## src/rtl/enemy_slot_scheduler.sv

```systemverilog
`default_nettype none
// ============================================================================
// Module   : enemy_slot_scheduler
// Purpose  : Per-frame enemy slot scan; blood/respawn, score, contact damage,
//            sharing one external attack hit-test unit over req/ack.
// Revision : 1.0  initial release
// ============================================================================
module enemy_slot_scheduler #(
    parameter int ENEMY_NUM       = 4,
    parameter int IDX_W           = $clog2(ENEMY_NUM),
    parameter int RESPAWN_TIME    = 100,
    parameter int ENEMY_MAX_BLOOD = 100,
    parameter int PLAYER_DAMAGE   = 50,
    parameter int ENEMY_DAMAGE    = 10
) (
    input  logic                 Clk,
    input  logic                 Reset,
    input  logic                 game_frame_clk_rising_edge,
    input  logic                 Attack_On,
    input  logic [ENEMY_NUM-1:0] Enemy_Contact,
    output logic                 Chk_Req,
    output logic [IDX_W-1:0]     Chk_Idx,
    input  logic                 Chk_Ack,
    input  logic                 Chk_Hit,
    output logic [ENEMY_NUM-1:0] Enemy_Alive,
    output logic [7:0]           Score,
    output logic [9:0]           Enemy_Total_Damage,
    output logic                 Busy,
    output logic                 Scan_Done,
    output logic                 Frame_Overrun
);

    localparam int         CNT_W       = $clog2(RESPAWN_TIME + 1);
    localparam logic [9:0] DMG_SAT_LIM = 10'(1023 - ENEMY_DAMAGE);

    typedef enum logic [1:0] {
        S_IDLE  = 2'd0,
        S_SLOT  = 2'd1,
        S_CHECK = 2'd2,
        S_DONE  = 2'd3
    } state_t;

    state_t               state;
    logic [IDX_W-1:0]     idx;
    logic                 atk_s;
    logic [ENEMY_NUM-1:0] con_s;
    logic [6:0]           blood [ENEMY_NUM];
    logic [CNT_W-1:0]     cnt   [ENEMY_NUM];

    logic       slot_dead;
    logic       last_slot;
    logic       advance;
    logic [7:0] hit_diff;

    // One extra bit so an over-large hit shows up as a borrow we can clamp.
    assign hit_diff  = {1'b0, blood[idx]} - 8'(PLAYER_DAMAGE);
    assign slot_dead = (blood[idx] == 7'd0);
    assign last_slot = (idx == IDX_W'(ENEMY_NUM - 1));

    always_comb begin
        advance = 1'b0;
        if (state == S_SLOT)
            advance = slot_dead || !atk_s;
        else if (state == S_CHECK)
            advance = Chk_Ack && Chk_Req;
    end

    genvar gi;
    generate
        for (gi = 0; gi < ENEMY_NUM; gi++) begin : g_alive
            assign Enemy_Alive[gi] = (blood[gi] != 7'd0);
        end
    endgenerate

    always_ff @(posedge Clk) begin
        if (Reset) begin
            for (int i = 0; i < ENEMY_NUM; i++) begin
                blood[i] <= 7'(ENEMY_MAX_BLOOD);
                cnt[i]   <= '0;
            end
            state              <= S_IDLE;
            idx                <= '0;
            atk_s              <= 1'b0;
            con_s              <= '0;
            Score              <= 8'd0;
            Enemy_Total_Damage <= 10'd0;
            Chk_Req            <= 1'b0;
            Chk_Idx            <= '0;
            Busy               <= 1'b0;
            Scan_Done          <= 1'b0;
            Frame_Overrun      <= 1'b0;
        end else begin
            Scan_Done <= 1'b0;
            if (game_frame_clk_rising_edge && state != S_IDLE)
                Frame_Overrun <= 1'b1;

            case (state)
                S_IDLE: begin
                    if (game_frame_clk_rising_edge) begin
                        atk_s <= Attack_On;
                        con_s <= Enemy_Contact;
                        idx   <= '0;
                        Busy  <= 1'b1;
                        state <= S_SLOT;
                    end
                end
                S_SLOT: begin
                    if (slot_dead) begin
                        if (cnt[idx] == CNT_W'(RESPAWN_TIME - 1)) begin
                            blood[idx] <= 7'(ENEMY_MAX_BLOOD);
                            cnt[idx]   <= '0;
                        end else begin
                            cnt[idx] <= cnt[idx] + 1'b1;
                        end
                    end else begin
                        if (con_s[idx]) begin
                            if (Enemy_Total_Damage > DMG_SAT_LIM)
                                Enemy_Total_Damage <= 10'd1023;
                            else
                                Enemy_Total_Damage <= Enemy_Total_Damage + 10'(ENEMY_DAMAGE);
                        end
                        if (atk_s) begin
                            Chk_Req <= 1'b1;
                            Chk_Idx <= idx;
                            state   <= S_CHECK;
                        end
                    end
                end
                S_CHECK: begin
                    if (Chk_Ack && Chk_Req) begin
                        Chk_Req <= 1'b0;
                        if (Chk_Hit) begin
                            blood[idx] <= hit_diff[7] ? 7'd0 : hit_diff[6:0];
                            cnt[idx]   <= '0;
                            if (Score != 8'hFF)
                                Score <= Score + 8'd1;
                        end
                    end
                end
                S_DONE: begin
                    Busy  <= 1'b0;
                    state <= S_IDLE;
                end
                default: state <= S_IDLE;
            endcase

            if (advance) begin
                if (last_slot) begin
                    state     <= S_DONE;
                    Scan_Done <= 1'b1;
                end else begin
                    idx   <= idx + 1'b1;
                    state <= S_SLOT;
                end
            end
        end
    end

endmodule
`default_nettype wire
```

## config.mk

```make
export PLATFORM = sky130hd
export DESIGN_NAME = enemy_slot_scheduler
export DESIGN_NICKNAME = d
export VERILOG_FILES = /design/src/rtl/enemy_slot_scheduler.sv
export SDC_FILE = /design/constraint.sdc
export NUM_CORES = 1
export LEC_CHECK = 0
export ABC_CLOCK_PERIOD_IN_PS = 3800
export BUFFER_PORTS_ARGS = -buffer_cell sky130_fd_sc_hd__buf_2
export CAP_MARGIN = 20
export CORE_MARGIN = 5
export CORE_UTILIZATION = 50
export CTS_CLUSTER_SIZE = 16
export DETAILED_ROUTE_END_ITERATION = 16
export PLACE_DENSITY = 0.69
export SETUP_SLACK_MARGIN = 0.1
export SYNTH_ARGS = -nofsm -noshare
export SYNTH_HDL_FRONTEND = slang
export SYNTH_SLANG_ARGS = --single-unit
```

## constraint.sdc

```tcl
create_clock -name Clk -period 3.8 [get_ports Clk]
set_clock_uncertainty 0.15 [all_clocks]
set_input_delay 0.19 -clock Clk [delete_from_list [all_inputs] [get_ports Clk]]
set_output_delay 0.19 -clock Clk [all_outputs]
set_load 0.02 [all_outputs]
```

==> metrics <==
vias=3,241; Seq/Total Area, Yosys=54.3%; Synth area leaders=edfxtp_1, dfxtp_1, mux4_2; Final HPWL DP=6730 um; GRT Residual Overflow=0; Final ANT Viol Nets=0; final net count=458; Startpoint Class=flop; r2r setup slk=0.35 ns; Worst Tran Pin Value=0.647 ns; H-tree Lvls=3; Top FF cell, synth=edfxtp_1; I/O pin cnt=38; syn_nets=417; Vias/cell=5.90; largest area contributor in the netlist=edfxtp_1; endpoints failing hold=0; initial antenna violation count=0; Die X-Extent=103 um; worst-skew pair later-pin latency=0.35 ns; Max Cap Viol=0; asr flop ratio synth=0%; # diodes=0; CTS tree=done; area share of the largest cell type after synthesis=39.0%; layout cells sized above 1=17.8%; # rows=33; cell with the most instances after synthesis=edfxtp_1; Core Area=8300 um^2; Final Critical Period=3.45 ns; DP Area=4590 um^2; Synth cell types=51; f_max=0.290 GHz; Syn. warnings=0; Starting Density=52.0%; Leak=1.74 nW; Total Neg Setup Slack=0 ns; Mapped Area=4320 um^2; Tcrit/Tclk final=90.8%; Clock transition at path regs=0.09 ns; syn_area_per_cell=10.8 um^2; number of buffers created by CTS=9; CP Capture Type=flop; drt total wl=9350 um; Slew headroom=56.7%; Area Growth Syn to Fin=13.1%; die height=103 um; # clock sinks=89; Clock Tree Root=clkbuf_8; port buffer count=37; worst path required time=3.67 ns; first-pass GRT wire length=15,400 um; Gate Count Post-Synth=398; Seq cells post-synth=89; Tot GR Track Use=19.0%; total iterations of the first detailed-routing run=5; CTS max path bufs=2; Post-synth EDFFs=56; crit path kind=reg2reg; outcome=finished clean; pwr dens=501 nW/um^2; worst path arrival time=3.33 ns; largest net degree at the start of global routing=35; gpl congestion=0.874; Min-Delay Path Class=in2reg; routed wire length per instance=17.0 um; Setup-failing EPs final=0; DRC viols=0; number of global-route vias before repair=3,123; Slew Limit Fails=0; Finished Cell Area=4880 um^2; Crit Path Max Fanout=8; Max VDD drop=230 uV; RSZ-0062 raised after global routing=false; DRT iter0 DRCs=208; full die area=10,600 um^2; Synth top cells by count=edfxtp_1, nand2_1, nor2_1, dfxtp_1, nor3_1
[through the flow]
step / total power [mW] / cells / setup WS, ns / hold WS, ns / utilization [%]
CTS: 2.46 / 549 / 0.283 / 0.0890 / 58.7
global placement: 1.74 / 527 / 0.405 / 0.285 / 55.3
global route: 2.58 / 549 / 0.126 / 0.0765 / 58.8
floorplan: 1.61 / 398 / 0.529 / 0.176 / -
detailed placement: 1.75 / 527 / 0.306 / 0.295 / 55.3
finish: 2.44 / 549 / 0.349 / 0.102 / 58.8
[layer usage]
| layer | vias to the layer above | wire length [um] | global-route usage (%) |
|---|---|---|---|
| met5 | - | 0 | 0 |
| met4 | 0 | 189 | 7.27 |
| met3 | 21 | 530 | 3.11 |
| met2 | 103 | 4730 | 31.4 |
| met1 | 1560 | 3900 | 25.1 |
| li1 | 1557 | - | - |
[critical path, stage by stage (launching register included)]
cell     delay, ns
dfxtp_1       0.59
mux4_1        0.69
or4_1         0.72
nor3_2        0.34
a211o_1       0.26
o21a_1        0.37
[final cells by class]
class                   count  area [um^2]
repair buffers             48          283
clock inverters             7         95.1
well taps                 105          131
inverters                  11         41.3
clock buffers               9          124
fillers                   681         3420
multi-input cells         280         1860
flip-flops and latches     89         2340
[sequential cells by signal (all words and copies together), names as in the netlist, 2 cells and up]
name,count
Enemy_Total_Damage,10
cnt,28
state,2
idx,2
Chk_Idx,2
Score,8
blood,28
con_s,4
[cell families after synthesis]
logic type | after synthesis | share of synthesized area [%]
and+or+nand+nor | 178 | 19.6
DFF | 89 | 54.3
AOI/OAI and AO/OA | 64 | 9.83
buffers and inverters | 29 | 2.73
muxes | 18 | 8.70
xor gates and xnor gates | 11 | 2.23
adders and majority gates | 9 | 2.61
[what timing repair did]
action | CTS | global route
hold endpoints to repair | 6 | 0
hold buffers | 6 | 0
resized for setup | 0 | 2
buffers inserted | 0 | 0
setup endpoints to repair | 0 | 26
[final timing paths]
kind | from | to | cells past startpoint
hold / removal | Chk_Ack | Chk_Req | 3
setup reg to reg | idx[0] | blood[3][1] | 5
hold reg to reg | con_s[2] | con_s[2] | 2
setup / recovery | idx[0] | blood[3][1] | 5
[power by group]
part           total, mW  internal, mW  leakage, nW  switching [mW]
Sequential          1.14          1.09        0.791          0.0558
Combinational      0.599         0.234        0.841           0.365
Clock              0.700         0.370        0.105           0.330
[placed cells by master, fill, tap and decap left out, types with 9 or more instances in the layout]
| cell type | count |
|---|---|
| edfxtp_1 | 56 |
| o21ai_0 | 13 |
| inv_1 | 11 |
| clkbuf_8 | 9 |
| mux4_2 | 13 |
| buf_2 | 37 |
| a21oi_1 | 15 |
| nor4_1 | 9 |
| ha_1 | 9 |
| dfxtp_1 | 33 |
| nor3_1 | 23 |
| nor2_1 | 50 |
| nand2_1 | 51 |
(Power assumes the default switching activity.)
